**config.mk**
```make
export PLATFORM = sky130hd
export DESIGN_NAME = seq_detect_param
export DESIGN_NICKNAME = d
export VERILOG_FILES = /design/src/rtl/seq_detect_param.sv
export SDC_FILE = /design/constraint.sdc
export NUM_CORES = 1
export LEC_CHECK = 0
export ABC_AREA = 1
export ABC_CLOCK_PERIOD_IN_PS = 1660
export CORE_MARGIN = 5
export CORE_UTILIZATION = 40
export CTS_CLUSTER_SIZE = 30
export DETAILED_ROUTE_END_ITERATION = 10
export PLACE_DENSITY = 0.61
export SYNTH_ARGS = -nofsm -noshare
export SYNTH_HDL_FRONTEND = slang
export SYNTH_SLANG_ARGS = --single-unit
```
**constraint.sdc**
```tcl
create_clock -name clk -period 1.66 [get_ports clk]
set_input_delay 0.166 -clock clk [delete_from_list [all_inputs] [get_ports clk]]
set_output_delay 0.166 -clock clk [all_outputs]
set_load 0.1 [all_outputs]
```
**src/rtl/seq_detect_param.sv**
```systemverilog
// Serial sequence detector: runtime-loadable WIDTH-bit pattern, overlap mode, saturating match count.
// flag is registered on the edge that samples the last pattern bit; no backpressure, seq_vld only qualifies seq.
module seq_detect_param #(
   parameter int               WIDTH       = 5,
   parameter logic [WIDTH-1:0] DEFAULT_PAT = 5'b10010,
   parameter bit               OVERLAP     = 1'b1,
   parameter int               CNT_W       = 8
) (
   input  logic             clk,
   input  logic             reset,
   input  logic             seq,
   input  logic             seq_vld,
   input  logic [WIDTH-1:0] pat_in,
   input  logic             pat_load,
   input  logic             cnt_clr,
   output logic             flag,
   output logic [CNT_W-1:0] count,
   output logic             armed
);

   localparam int FW = $clog2(WIDTH + 1);
   localparam logic [FW-1:0]    FILL_MAX  = FW'(WIDTH);
   localparam logic [FW-1:0]    FILL_MIN1 = FW'(WIDTH - 1);
   localparam logic [CNT_W-1:0] CNT_MAX   = '1;

   logic [WIDTH-1:0] hist_q, hist_d;
   logic [WIDTH-1:0] pat_q, pat_d;
   logic [FW-1:0]    fill_q, fill_d;
   logic             flag_q, flag_d;
   logic [CNT_W-1:0] count_q, count_d;
   logic [WIDTH-1:0] shifted;
   logic             match;

   // The FILLING/ARMED state is carried entirely by fill_q.
   always_ff @(posedge clk or posedge reset) begin
      if (reset) begin
         hist_q  <= '0;
         pat_q   <= DEFAULT_PAT;
         fill_q  <= '0;
         flag_q  <= 1'b0;
         count_q <= '0;
      end else begin
         hist_q  <= hist_d;
         pat_q   <= pat_d;
         fill_q  <= fill_d;
         flag_q  <= flag_d;
         count_q <= count_d;
      end
   end

   always_comb begin
      hist_d  = hist_q;
      pat_d   = pat_q;
      fill_d  = fill_q;
      flag_d  = 1'b0;
      count_d = count_q;
      match   = 1'b0;
      shifted = {hist_q[WIDTH-2:0], seq};

      if (pat_load) begin
         pat_d  = pat_in;
         hist_d = '0;
         fill_d = '0;
      end else if (seq_vld) begin
         // Requiring WIDTH-1 prior valid bits keeps zero-filled history from matching.
         match  = (fill_q >= FILL_MIN1) && (shifted == pat_q);
         hist_d = shifted;
         flag_d = match;
         if (match && !OVERLAP)
            fill_d = '0;
         else if (fill_q != FILL_MAX)
            fill_d = fill_q + FW'(1);
      end

      // A match on the clearing edge counts as the first match after the clear.
      if (match)
         count_d = cnt_clr ? CNT_W'(1)
                           : ((count_q == CNT_MAX) ? count_q : count_q + CNT_W'(1));
      else if (cnt_clr)
         count_d = '0;
   end

   always_comb begin
      armed = (fill_q == FILL_MAX);
      flag  = flag_q;
      count = count_q;
   end

endmodule

```
* Yosys cells after proc, flatten, opt, wreduce, memory -nomap -nowiden
Index checks and enable logic that the tools add are counted. Widths: inputs -> output; s select.
Word-level totals: flip-flop bits (word level) 21, output and inout port bits 10
Operators by class: add/subtract/negate cells 2, $lt $le $gt $ge 1, equal/unequal tests 5, mux-type cells 11, reduce and logical (&&, ||, !) cells 6
Operators by type and width (count):
- $mux 8 | 4
- $mux 3 | 3
- $add 8x1->8 const B | 1
- $eq 8x8->1 const B | 1
- $mux 4 | 2
- $reduce_bool 2->1 | 3
- $eq 5x5->1 | 1
- $reduce_and 2->1 | 2
- $add 3x1->3 const B | 1
- $eq 3x3->1 const B | 1
- $ge 3x3->1 const B | 1
- $ne 3x3->1 const B | 1
- $mux 1 | 2
- $ne 2x2->1 const B | 1
- $logic_and 1x1->1 | 1

* Depth between registers and ports, before layout
Gate-level depths: netlist of the first run.
depth after elaboration 6, depth in mapped cells 8, mapped depth without buffers 8

* Worst setup path after synthesis of the first run
Ideal clock, no wire load.
path type register -> register, start register count_q[0] (netlist: count[0]), end register count_q[5] (netlist: count[5]), setup time 121 ps, arrival 1944 ps, data required time 1539 ps, path slack -405 ps, stages on the path, launching flop included 9, period minus slack after synthesis 2065 ps, path through dfrtp_1 ha_1 nand2_1 nor2_4 nand2_2 nand4_4 nand2_2 nand2_1 nand2_1
On the way: word-level cells in the longest chain between the ends 4, elaborated cells between the ends (all ways) 7
RTL lines:
- from (decl) | line 30 | logic [CNT_W-1:0] count_q, count_d;
- from (signal assigned) | line 47 | count_q <= count_d;
- $add 8x1->8 | line 78 | : ((count_q == CNT_MAX) ? count_q : count_q + CNT_W'(1));
- $mux 8 | line 78
- $mux 8 | line 77 | count_d = cnt_clr ? CNT_W'(1)
- $mux 8 | line 76 | if (match)
Parallel ways exist; a longest one is shown, timed or not. The select of a mux whose other input is x is not followed. A chain may end at the register's enable or synchronous reset.

* Final worst setup path of the first run
start register count_q[0] (netlist: count[0]), end register count_q[0] (netlist: count[0])
Same word-level chain as after synthesis.

==> metrics.md, run 1 <==
| Metric | Value |
|---|---|
| Outcome | `completed` |
| Worst Hold Class | `in2async` |
| Critical path's top delay family | `simple AND/OR/NAND/NOR gates` |
| Clock root buffer master | `clkbuf_4` |
| Setup Skew | `4.84 ps` |
| Setup ws final | `148 ps` |
| Clock transition at the registers of the reported paths | `130 ps` |
| Initial core utilization | `0.414` |
| F_max | `0.661 GHz` |
| Hpwl dp | `1.94 mm` |
| DRT iter0 DRCs | `55` |
| Worst Setup Start Kind | `register` |
| Mapped Nets | `171` |
| Data arrival, critical path | `1710 ps` |
| Total wire length | `2.39 mm` |
| Num CTS Buffers | `3` |
| Final min period | `1510 ps` |
| Die W | `66.0 um` |
| Die H | `66.0 um` |
| Critical path depth | `7` |
| FILL cells | `290` |
| DRC Markers | `0` |
| Slew Viols, Final | `0` |
| Largest net degree at the start of global routing | `22` |
| Via count | `1,054` |
| Core occupancy in the finished layout | `0.546` |
| Hold WS | `191 ps` |
| Relative slew slack | `0.771` |
| First-pass DRT Iterations | `4` |
| R2R depth | `7` |
| Seq/Total Area, Yosys | `0.421` |
| Post-Synthesis Cells | `156` |
| Final count of negative-setup-slack endpoints | `0` |
| Syn avg cell area | `8.04 um2` |
| Crit-path slowest cell | `dfrtp_4` |
| Cell Chain, Critical Path | `ha_1 -> nand2_1 -> nor2_4 -> nand2_2 -> nand4_4 -> nand3_1 -> nand2_1` |
| Post-route ant nets | `0` |
| Worst r2r src | `count[0]` |
| Synth Area in Adders | `0.0399` |
| Vias in the first global route | `1,021` |
| FFs w/ async S/R, synth | `1.00` |
| Synth cell types | `27` |
| Clk_lat worst skew | `300 ps` |
| CTS H-tree lvls | `1` |
| GRT overflow | `0` |
| Fraction of layout cells with a size suffix above 1 | `0.271` |
| ANT cells | `0` |
| CTS tree | `built` |
| Post-synthesis xor/xnor area fraction | `0.0279` |
| Dpl cells | `221` |
| R2R Setup Slk | `150 ps` |
| GRT Total Usage | `0.128` |
| Final Hold Fails | `0` |
| Row count | `20` |
| Worst path buffer plus inverter count | `0` |
| Synth warn | `0` |
| CORE AREA | `0.00303 mm2` |
| CTS Hold Buffers Added | `0` |
| DR vias/cell | `4.68` |
| Post-route insts no fill | `225` |
| Area Growth Syn to Fin | `31.8%` |
| Antenna violations before repair | `0` |
| Multiplexer share of the synthesized area | `0` |
| Leak | `0.000770 uW` |
| Largest cells by area after synthesis | `dfrtp_1, nand2_1, nand3_1` |
| Cts repair resizes | `0` |
| Peak per-stage delay on the critical path | `540 ps` |
| Crit Path Class | `reg2reg` |
| Pre-CTS setup slack | `117 ps` |
| Most used cell, CP | `nand2_1` |
| Cell area after synthesis | `0.00125 mm2` |
| Period utilisation layout | `0.911` |
| Crit end category | `register` |
| I/O pin count | `21` |
| Max VDD drop | `0.000308 V` |
| Synth Area in Compound Gates | `0.0648` |
| Cell area power density | `568 mW/mm2` |
| #FFs+latches synth | `21` |
| Slew of the pin with the lowest slew margin | `343 ps` |
| CP required | `1860 ps` |
| Die area | `0.00436 mm2` |
| Most numerous cell in the Yosys netlist | `nand2_1` |
| Clk buf depth | `2` |
| Largest family of logic cells by synthesized area | `simple AND/OR/NAND/NOR gates` |
| Global-route wire length before repair | `4.36 mm` |
| Post-CTS setup buffer count | `0` |
| Final TNS setup | `0 ps` |
| Post-synth EDFFs | `0` |
| Clock sink count | `21` |
| Unrepaired setup endpoints after global routing | `false` |
| WL/cell | `10.6 um` |
| Worst-path fanout max | `9` |
| # port buffers | `20` |
| Share of the synthesized area in the top cell type | `0.379` |
| Synth area leader | `dfrtp_1` |
| GPL Wtd Cong | `0.852` |
| R2R Path End | `count[0]` |
| # Max-Cap Violations | `0` |
| Most frequent cells after synthesis | `nand2_1, inv_1, dfrtp_1` |
| Predominant post-synthesis flop cell | `dfrtp_1` |
| Final net count | `197` |
| Synth Area in Simple Gates | `0.365` |
-- where the power goes --
| part | internal [uW] | switching [uW] |
|---|---|---|
| clock | 89.7 | 161 |
| sequential | 533 | 11.2 |
| combinational | 58.9 | 86.5 |
| total | 682 | 258 |
-- logic make-up after synthesis --
kind of cell / Yosys count
DFF: 21
adders and majority gates: 4
and+or+nand+nor: 86
xor gates and xnor gates: 4
AOI/OAI and AO/OA: 14
buffers and inverters: 27
-- layer usage --
layer | track usage | wire (um)
met5 | 0 | 0
met4 | 0.0381 | 16
met3 | 0.0221 | 60
met2 | 0.219 | 1190
met1 | 0.163 | 1130
-- state kept, by name (all words and copies together) (netlist names) --
register	flops
count	8
fill_q	3
pat_q	5
flag	1
hist_q	4
-- metrics by stage --
| step | power [uW] | instance area [um2] |
|---|---|---|
| floorplan | 649 | 1270 |
| global placement | 700 | 1630 |
| global route | 1000 | 1650 |
| CTS | 951 | 1650 |
| detailed placement | 703 | 1630 |
| finish | 940 | 1650 |
-- worst register-to-register path: stages (launching register included) --
cell and delay (ps):
dfrtp_4 540, ha_1 230, nand2_1 110, nor2_4 50, nand2_2 120, nand4_4 180
nand3_1 110, nand2_1 60
-- worst max path at each step --
stage             start  endpoint  slack, ps
3_5_place_dp        seq  count[3]        120
3_3_place_gp        seq  count[3]        140
5_1_grt        count[0]  count[7]          8
2_1_floorplan  count[0]  count[5]         60
6_report       count[0]  count[0]        150
4_1_cts        count[0]  count[0]        130
-- layout by cell type, fill, tap and decap left out, types with 6 or more instances in the layout --
cell type and count:
nand2_1 44, inv_1 20, nand3_1 17, dfrtp_1 11
clkdlybuf4s50_1 10, buf_12 9, o21ai_0 8, nor2_1 7
dfrtp_2 6
-- final cells by class --
cell class / count / area, um2 / area share
clock inverters: 1 / 5.00 / 0.00303
clock buffers: 3 / 22.5 / 0.0136
flip-flops and latches: 21 / 543 / 0.328
inverters: 25 / 93.8 / 0.0567
well taps: 44 / 55.1 / 0.0333
repair buffers: 23 / 310 / 0.188
multi-input cells: 108 / 624 / 0.377
Power figures use the tool's default switching activity.
==> run 2, diff against run 1 <==
--- a/config.mk
+++ b/config.mk
@@ -6,11 +6,12 @@
 export NUM_CORES = 1
 export LEC_CHECK = 0
 export ABC_AREA = 1
-export ABC_CLOCK_PERIOD_IN_PS = 1660
+export ABC_CLOCK_PERIOD_IN_PS = 1400
 export CORE_MARGIN = 5
 export CORE_UTILIZATION = 40
 export CTS_CLUSTER_SIZE = 30
 export DETAILED_ROUTE_END_ITERATION = 10
+export MAX_ROUTING_LAYER = met4
 export PLACE_DENSITY = 0.61
 export SYNTH_ARGS = -nofsm -noshare
 export SYNTH_HDL_FRONTEND = slang
==> constraint.sdc (replaced) <==
create_clock -name clk -period 1.4 [get_ports clk]
set_input_delay 0.14 -clock clk [delete_from_list [all_inputs] [get_ports clk]]
set_output_delay 0.14 -clock clk [all_outputs]
set_load 0.1 [all_outputs]
==> run 2 against run 1 <==
Wire length increased by 7.8%; count of clock-buffer cells in the layout did not move; final area rose by 8.1%; worst hold slack lost 48 ps; first-iteration DRC count fell by 18%; critical path type unchanged; largest cell class unchanged; highest routed layer unchanged.
==> metrics.md, run 2 (synthesis results as in run 1) <==
| Metric | Value |
|---|---|
| CTS H-tree lvls | `1 (unchanged)` |
| Grt met1 use | `0.163 (about the same)` |
| Clk_lat worst skew | `300 ps (about the same)` |
| Clk buf depth | `2 (unchanged)` |
| CTS tree | `built (unchanged)` |
| Antenna violations before repair | `0 (unchanged)` |
| R2R depth | `7 (unchanged)` |
| CP required | `1600 ps (was 1860 ps)` |
| Final net count | `206 (was 197)` |
| Die H | `66.0 um (unchanged)` |
| Via count | `1,071 (was 1,054)` |
| # Max-Cap Violations | `0 (unchanged)` |
| GRT overflow | `0 (unchanged)` |
| Cell area power density | `638 mW/mm2 (was 568 mW/mm2)` |
| R2R Setup Slk | `50 ps (was 150 ps)` |
| Unrepaired setup endpoints after global routing | `true (was false)` |
| Commonest cells after routing, fill and taps aside | `nand2_1, inv_1, nand3_1 (unchanged)` |
| R2R Path End | `count[2] (was count[0])` |
| F_max | `0.739 GHz (was 0.661 GHz)` |
| DRT iter0 DRCs | `45 (was 55)` |
| Final min period | `1350 ps (was 1510 ps)` |
| Crit Path Class | `reg2reg (unchanged)` |
| Max VDD drop | `0.000370 V (was 0.000308 V)` |
| Num CTS Buffers | `3 (unchanged)` |
| Leak | `0.000832 uW (was 0.000770 uW)` |
| CORE AREA | `0.00303 mm2 (unchanged)` |
| Global-route wire length before repair | `4.57 mm (was 4.36 mm)` |
| Die area | `0.00436 mm2 (unchanged)` |
| Hpwl dp | `1.98 mm (was 1.94 mm)` |
| Clock sink count | `21 (unchanged)` |
| GPL Wtd Cong | `0.790 (was 0.852)` |
| Core occupancy in the finished layout | `0.590 (was 0.546)` |
| Seq. cell area | `544 um2 (was 543 um2)` |
| Fraction of layout cells with a size suffix above 1 | `0.358 (was 0.271)` |
| First-pass DRT Iterations | `4 (unchanged)` |
| Met3 usage | `0.0170 (was 0.0221)` |
| Die W | `66.0 um (unchanged)` |
| FILL cells | `280 (was 290)` |
| Worst Setup Start Kind | `register (unchanged)` |
| Total wire length | `2.58 mm (was 2.39 mm)` |
| Crit end category | `register (unchanged)` |
| Relative slew slack | `0.762 (was 0.771)` |
| DRC Markers | `0 (unchanged)` |
| GRT Total Usage | `0.135 (was 0.128)` |
| Outcome | `completed (unchanged)` |
| Final count of negative-setup-slack endpoints | `0 (unchanged)` |
| Period utilisation layout | `0.966 (was 0.911)` |
| Commonest non-fill, non-tap cell in the layout | `nand2_1 (unchanged)` |
| Clock transition at the registers of the reported paths | `130 ps (about the same)` |
| Final Hold Fails | `0 (unchanged)` |
| WL/cell | `11.0 um (was 10.6 um)` |
| Row count | `20 (unchanged)` |
| Worst r2r src | `count[1] (was count[0])` |
| Setup Skew | `9.18 ps (was 4.84 ps)` |
| # port buffers | `20 (unchanged)` |
| Data arrival, critical path | `1550 ps (was 1710 ps)` |
| Post-route ant nets | `0 (unchanged)` |
| ANT cells | `0 (unchanged)` |
| Worst Hold Class | `in2async (unchanged)` |
| Hold WS | `143 ps (was 191 ps)` |
| Clock root buffer master | `clkbuf_4 (unchanged)` |
| Area Growth Syn to Fin | `42.5% (was 31.8%)` |
| Slew of the pin with the lowest slew margin | `357 ps (was 343 ps)` |
| Initial core utilization | `0.414 (unchanged)` |
| DR vias/cell | `4.58 (was 4.68)` |
| Largest net degree at the start of global routing | `22 (unchanged)` |
| Met2 usage | `0.237 (was 0.219)` |
| Multi-input logic area | `674 um2 (was 624 um2)` |
| I/O pin count | `21 (unchanged)` |
| Busiest grt layer | `met2 (unchanged)` |
| Max reg flops | `8 (unchanged)` |
| Vias in the first global route | `1,096 (was 1,021)` |
| Slew Viols, Final | `0 (unchanged)` |
| Worst-path fanout max | `9 (unchanged)` |
-- run 2: cell count changes in the layout (fill, tap and decap cells not counted), moves of 2 or more --
| cell | before | now |
|---|---|---|
| buf_4 | 4 | 12 |
| inv_2 | 5 | 7 |
| ha_4 | 0 | 2 |
| nand2_4 | 0 | 2 |
| inv_1 | 20 | 17 |
| ha_1 | 4 | 2 |
| nand2_1 | 44 | 41 |
-- run 2: routing by layer --
layer | part of all wire | vias up
met4 | 0.0047 | 0
met1 | 0.48 | 496
li1 | - | 558
met2 | 0.48 | 15
met5 | 0 | -
met3 | 0.034 | 2
-- run 2: where the power goes --
group,internal (uW),total (uW),switching [uW]
logic,85.3,195,110
clock network,106,297,190
registers,632,648,15.6
-- run 2: worst max path at each step --
stage / slack (ps) / cells after the start / from / end
4_1_cts: 9 / 5 / fill_q[1] / armed
3_3_place_gp: -60 / 8 / seq / count[0]
6_report: 50 / 7 / count[1] / count[2]
2_1_floorplan: -120 / 8 / count[0] / count[5]
5_1_grt: -40 / 8 / count[1] / count[7]
3_5_place_dp: -70 / 8 / seq / count[2]
-- run 2: worst max-delay path: stages (launching register included) --
cell,delay (ps)
dfrtp_4,520
ha_4,170
nand2_2,80
nor2_4,60
nand2_4,90
nand4_4,170
nand3_1,110
nand2_1,60
-- run 2: repair_timing --
action | in CTS | in global routing
resized for setup | 4 | 9
pin swaps | 0 | 4
hold buffers | 0 | 0
setup buffers | 2 | 1
endpoints found under the setup margin | 1 | 9
-- run 2: final cells by class --
class / instances / area share
Sequential cell: 21 / 0.304
Tap cell: 44 / 0.0308
Multi-Input combinational cell: 108 / 0.377
Clock inverter: 1 / 0.00280
Timing Repair Buffer: 32 / 0.218
Clock buffer: 3 / 0.0126
Inverter: 25 / 0.0539
-- run 2: through the flow --
stage	instance area, um2	instances	power [uW]	setup slack, ps	setup TNS (ps)
global route	1790	234	1210	-38.8	-228
global placement	1700	227	833	-64.1	-343
detailed placement	1700	227	837	-67.8	-476
finish	1790	234	1140	47.5	0
floorplan	1280	156	770	-120	-661
CTS	1750	233	1140	8.97	0
